### src/rtl/common_bus_arbiter.sv
// common_bus_arbiter
//   Round-robin arbiter for the 8-bit common data bus between two requesters:
//   requester 0 (microcode sequencer) and requester 1 (debug/DMA port).
//   Grants are registered and one-hot. Bus tenure is bounded by a counter
//   that forces a release when the other side is waiting, unless the owner
//   holds lock. Every handover passes through one turnaround cycle with no
//   grant, so two requesters never drive the bus at the same time.
//
// Parameters
//   MAX_TENURE      granted cycles before the owner may be preempted (1..15)
// Ports
//   clock           rising-edge clock
//   reset_n         asynchronous, active-low reset
//   req[1:0]        req[i] high: requester i wants or is still using the bus
//   lock[1:0]       lock[i] high: owner i must not be preempted
//   gnt[1:0]        registered one-hot grant, 00 when the bus is free
//   bus_busy        high whenever gnt != 00
//   owner           index of the current or most recent owner
//   tenure_expired  one-cycle pulse in the cycle after a forced preemption
module common_bus_arbiter #(
    parameter int unsigned MAX_TENURE = 4
) (
    input  logic       clock,
    input  logic       reset_n,
    input  logic [1:0] req,
    input  logic [1:0] lock,
    output logic [1:0] gnt,
    output logic       bus_busy,
    output logic       owner,
    output logic       tenure_expired
);

    typedef enum logic [1:0] {
        IDLE,
        GRANT,
        RELEASE
    } state_t;

    state_t     cur;
    logic [3:0] tenure;
    logic       last;

    // Arbitration result, used in IDLE and RELEASE only.
    logic win_valid;
    logic win;

    always_comb begin
        win_valid = |req;
        // On a tie the side that did not own the bus last wins.
        win       = (req == 2'b11) ? ~last : req[1];
    end

    logic preempt;

    always_comb begin
        preempt = (tenure >= 4'(MAX_TENURE)) && req[~owner] && !lock[owner];
    end

    always_ff @(posedge clock or negedge reset_n) begin
        if (!reset_n) begin
            cur            <= IDLE;
            gnt            <= '0;
            bus_busy       <= 1'b0;
            owner          <= 1'b0;
            tenure_expired <= 1'b0;
            tenure         <= '0;
            last           <= 1'b1;
        end else begin
            tenure_expired <= 1'b0;
            case (cur)
                IDLE, RELEASE: begin
                    if (win_valid) begin
                        cur      <= GRANT;
                        gnt      <= win ? 2'b10 : 2'b01;
                        bus_busy <= 1'b1;
                        owner    <= win;
                        last     <= win;
                        tenure   <= 4'd1;
                    end else begin
                        cur      <= IDLE;
                        gnt      <= '0;
                        bus_busy <= 1'b0;
                    end
                end
                GRANT: begin
                    // A voluntary drop takes precedence over preemption, so
                    // tenure_expired only fires while the owner still wants
                    // the bus.
                    if (!req[owner]) begin
                        cur      <= RELEASE;
                        gnt      <= '0;
                        bus_busy <= 1'b0;
                    end else if (preempt) begin
                        cur            <= RELEASE;
                        gnt            <= '0;
                        bus_busy       <= 1'b0;
                        tenure_expired <= 1'b1;
                    end else if (tenure != 4'hF) begin
                        tenure <= tenure + 4'd1;
                    end
                end
                default: begin
                    cur      <= IDLE;
                    gnt      <= '0;
                    bus_busy <= 1'b0;
                end
            endcase
        end
    end

endmodule

### config.mk
export PLATFORM = sky130hd
export DESIGN_NAME = common_bus_arbiter
export DESIGN_NICKNAME = d
export VERILOG_FILES = /design/src/rtl/common_bus_arbiter.sv
export SDC_FILE = /design/constraint.sdc
export NUM_CORES = 1
export LEC_CHECK = 0
export ABC_AREA = 1
export BUFFER_PORTS_ARGS = -buffer_cell sky130_fd_sc_hd__buf_2
export CAP_MARGIN = 40
export CORE_AREA = 2 2 39 41
export CTS_CLUSTER_SIZE = 24
export DETAILED_ROUTE_END_ITERATION = 8
export DIE_AREA = 0 0 41 43
export PLACE_DENSITY = 0.77
export REMOVE_ABC_BUFFERS = 1
export SKIP_CTS_REPAIR_TIMING = 1
export SYNTH_ARGS = -nofsm -noshare
export SYNTH_HDL_FRONTEND = slang
export SYNTH_SLANG_ARGS = --single-unit
### constraint.sdc
create_clock -name clock -period 1.75 [get_ports clock]
set_clock_uncertainty 0.05 [all_clocks]
set_input_delay 0.0875 -clock clock [delete_from_list [all_inputs] [get_ports clock]]
set_output_delay 0.0875 -clock clock [all_outputs]
set_load 0.01 [all_outputs]
==> impl_metrics.py <==
metrics = {
    "cts": {
        "cts.sinks": 12,
        "cts_buffers": 3,
        "cts_max_path_buffers": 2,
        "clk_pin_slew_ns": 0.08,
        "cts_tree": "yes",
        "cts_root_buf": "clkbuf_4",
        "clk_latency_ns": 0.28,
        "htree_num_levels": 1,
    },
    "power": {
        "leakagePower_nw": 0.391,
        "powerDensity_nw_per_um2": 1710,
        "ir_drop_mv": 0.850,
        "total_power_w": 0.00124,
    },
    "floorplanning": {
        "pin_count": 11,
        "num_rows": 14,
        "die_w_um": 41,
        "dieHeight_um": 43,
        "core-area_um2": 1380,
        "die-area_um2": 1760,
        "floorplan.initialDensity_pct": 44.7,
    },
    "synthesis": {
        "ys_ff_latch": 12,
        "yosys-top-cells-area": "dfrtp_1 (45%), nand2_1 (15%), nand4_1 (5.1%), nand3_1 (4.9%), dfstp_2 (4.3%)",
        "synth_common_cells": "nand2_1 (25), dfrtp_1 (11), inv_1 (6), nand3_1 (6), nand4_1 (5)",
        "yosysMostFrequentCell": "nand2_1",
        "synth_edf_count": 0,
        "syn_avg_cell_area_um2": 8.47,
        "syn_area_um2": 618,
        "synth_cells": 73,
        "synthArstFlopShare_pct": 100,
        "yosys.area.top_type": "dfrtp_1",
        "ys_seq_area_share_pct": 48.8,
        "synth_cell_types": 18,
        "yosys_warnings": 0,
        "ys.flop_type": "dfrtp_1",
        "synth_top_area_share_pct": 44.5,
    },
    "cells_and_area": {
        "syn2layout_area_growth_pct": 17.2,
        "layout-drive-gt1-share_pct": 29.5,
        "antennaDiodeCount": 0,
        "fin_nets": 96,
    },
    "timing": {
        "timing_hold_violations_final": 0,
        "final.setup.tns_ns": 0,
        "post-route-min-period_ns": 1.32,
        "setup_violations": 0,
        "drv_slew": 0,
        "rsz0062_at_grt": "false",
        "tightest_slew_ns": 0.272,
        "max_freq_ghz": 0.756,
        "finalCritPeriodShare_pct": 75.6,
        "worst_slew_margin_rel_pct": 81.9,
        "worst_slack_ns": 0.427,
    },
    "placement": {
        "place_congestion": 0.762,
        "dp_slack_ns": 0.451,
        "io_buffer_count": 10,
        "dp_hpwl_um": 924,
    },
    "worst_setup_path": {
        "crit_path_top_delay_cell": "dfrtp_1",
        "cp-end-kind": "flop",
        "critical_path_buf_inv_count": 0,
        "required_ns": 1.87,
        "cp_cell_sequence": "ha_1, nand2_1, o21ai_2, nand2_2, nand3_2, nand2_1, nand2_1",
        "crit_top_cell": "nand2_1",
        "setup.worst_path.class": "reg2reg",
        "cp.arrival_ns": 1.44,
        "path_max_fanout": 5,
        "cpLargestDelayFamily": "simple AND/OR/NAND/NOR gates",
        "cp-start-kind": "flop",
        "cpPeakStageDelay_ns": 0.43,
    },
    "detailed_routing": {
        "ant_nets": 0,
        "drt_iter0_drc": 10,
        "num_vias": 531,
        "routed_wl_um": 1280,
        "routed_via_density": 5.11,
        "post_drt_wl_per_cell_um": 12.3,
        "dr.pass1.iters": 4,
        "route.detailed.drc": 0,
    },
    "flow_run": {
        "timing.max_cap.violations": 0,
    },
    "global_routing": {
        "track_usage_pct": 18.0,
        "grt_max_degree": 13,
        "grt_antenna_before_repair": 0,
        "grt_pass1_vias": 479,
        "grt-ovfl-total": 0,
        "grt_pass1_wl_um": 2000,
    },
    "min_path": {
        "hold_class": "in2reg",
    },
    "run_status": {
        "outcome": "complete, no violations",
    },
}
cells in the final DEF, fill, tap and decap left out:
cell type and instances:
a21boi_0 1, buf_2 10, clkbuf_1 1, clkbuf_4 3, dfrtp_1 11, dfstp_2 1
dlygate4sd3_1 1, ha_1 1, inv_1 6, inv_2 2, nand2_1 25, nand2_2 3
nand3_1 6, nand3_2 1, nand3_4 1, nand4_1 5, nor2_1 3, nor2_2 1
nor3b_1 1, o21ai_0 1, o21ai_2 3, or2_4 1
logic make-up after synthesis:
kind of cell,synth area share (%)
AO/OA/AOI/OAI,6.28
adder cells (fa/ha/maj),2.02
buffers and inverters,4.86
flip-flops,48.8
AND/OR/NAND/NOR,38.1
report_power, final:
| part | total [W] | internal, W | switching, W | leakage (nW) |
|---|---|---|---|---|
| clock | 0.000187 | 0.0000886 | 0.0000986 | 0.0150 |
| combinational | 0.000559 | 0.000201 | 0.000358 | 0.225 |
| sequential | 0.000495 | 0.000400 | 0.0000957 | 0.152 |
worst reg2reg max path, stage by stage, from the launching register on:
cell and delay (ns):
dfrtp_1 0.43, ha_1 0.23, nand2_1 0.09, o21ai_2 0.06, nand2_2 0.11, nand3_2 0.11, nand2_1 0.07, nand2_1 0.06
stage by stage:
step / hold WS, ns / utilization [%] / std cells / instance area, µm²
after global placement: -0.0719 / 49.7 / 99 / 688
final: 0.0865 / 52.4 / 104 / 724
after detailed placement: -0.0736 / 49.7 / 99 / 688
after global routing: 0.113 / 52.4 / 104 / 724
after floorplan: -0.258 / - / 73 / 618
after CTS: -0.372 / 51.6 / 103 / 714
per-layer routing:
| layer | track usage, % | routed length, µm | up-vias |
|---|---|---|---|
| li1 | - | - | 269 |
| met1 | 19.4 | 530 | 247 |
| met2 | 27.8 | 650 | 10 |
| met3 | 4.71 | 49 | 5 |
| met4 | 14.0 | 45 | 0 |
| met5 | 0 | 0 | - |
state kept, by name (all words and copies together) (netlist names):
name,flops
last,1
tenure,4
bus_busy,1
owner,1
cur,2
tenure_expired,1
gnt,2
final timing paths:
check / startpoint / end / slack [ns] / cells after the start
hold reg to reg: last$_DFFE_PN1P_ / last$_DFFE_PN1P_ / 0.43 / 2
setup / recovery: tenure[0]$_DFFE_PN0P_ / tenure[3]$_DFFE_PN0P_ / 0.43 / 7
max in group asynchronous: reset_n / last$_DFFE_PN1P_ / 1.22 / 2
min in group asynchronous: reset_n / cur[1]$_DFFE_PN0P_ / 0.15 / 2
setup reg to reg: tenure[0]$_DFFE_PN0P_ / tenure[3]$_DFFE_PN0P_ / 0.43 / 7
hold / removal: req[0] / bus_busy$_DFFE_PN0P_ / 0.09 / 3
cell type report:
| cell class | instances | area, µm² |
|---|---|---|
| flip-flops and latches | 12 | 302 |
| inverters | 8 | 30.0 |
| well taps | 16 | 20.0 |
| clock buffers | 4 | 26.3 |
| repair buffers | 11 | 60.1 |
| multi-input cells | 53 | 287 |
| fillers | 133 | 659 |
Power figures use the tool's default switching activity.
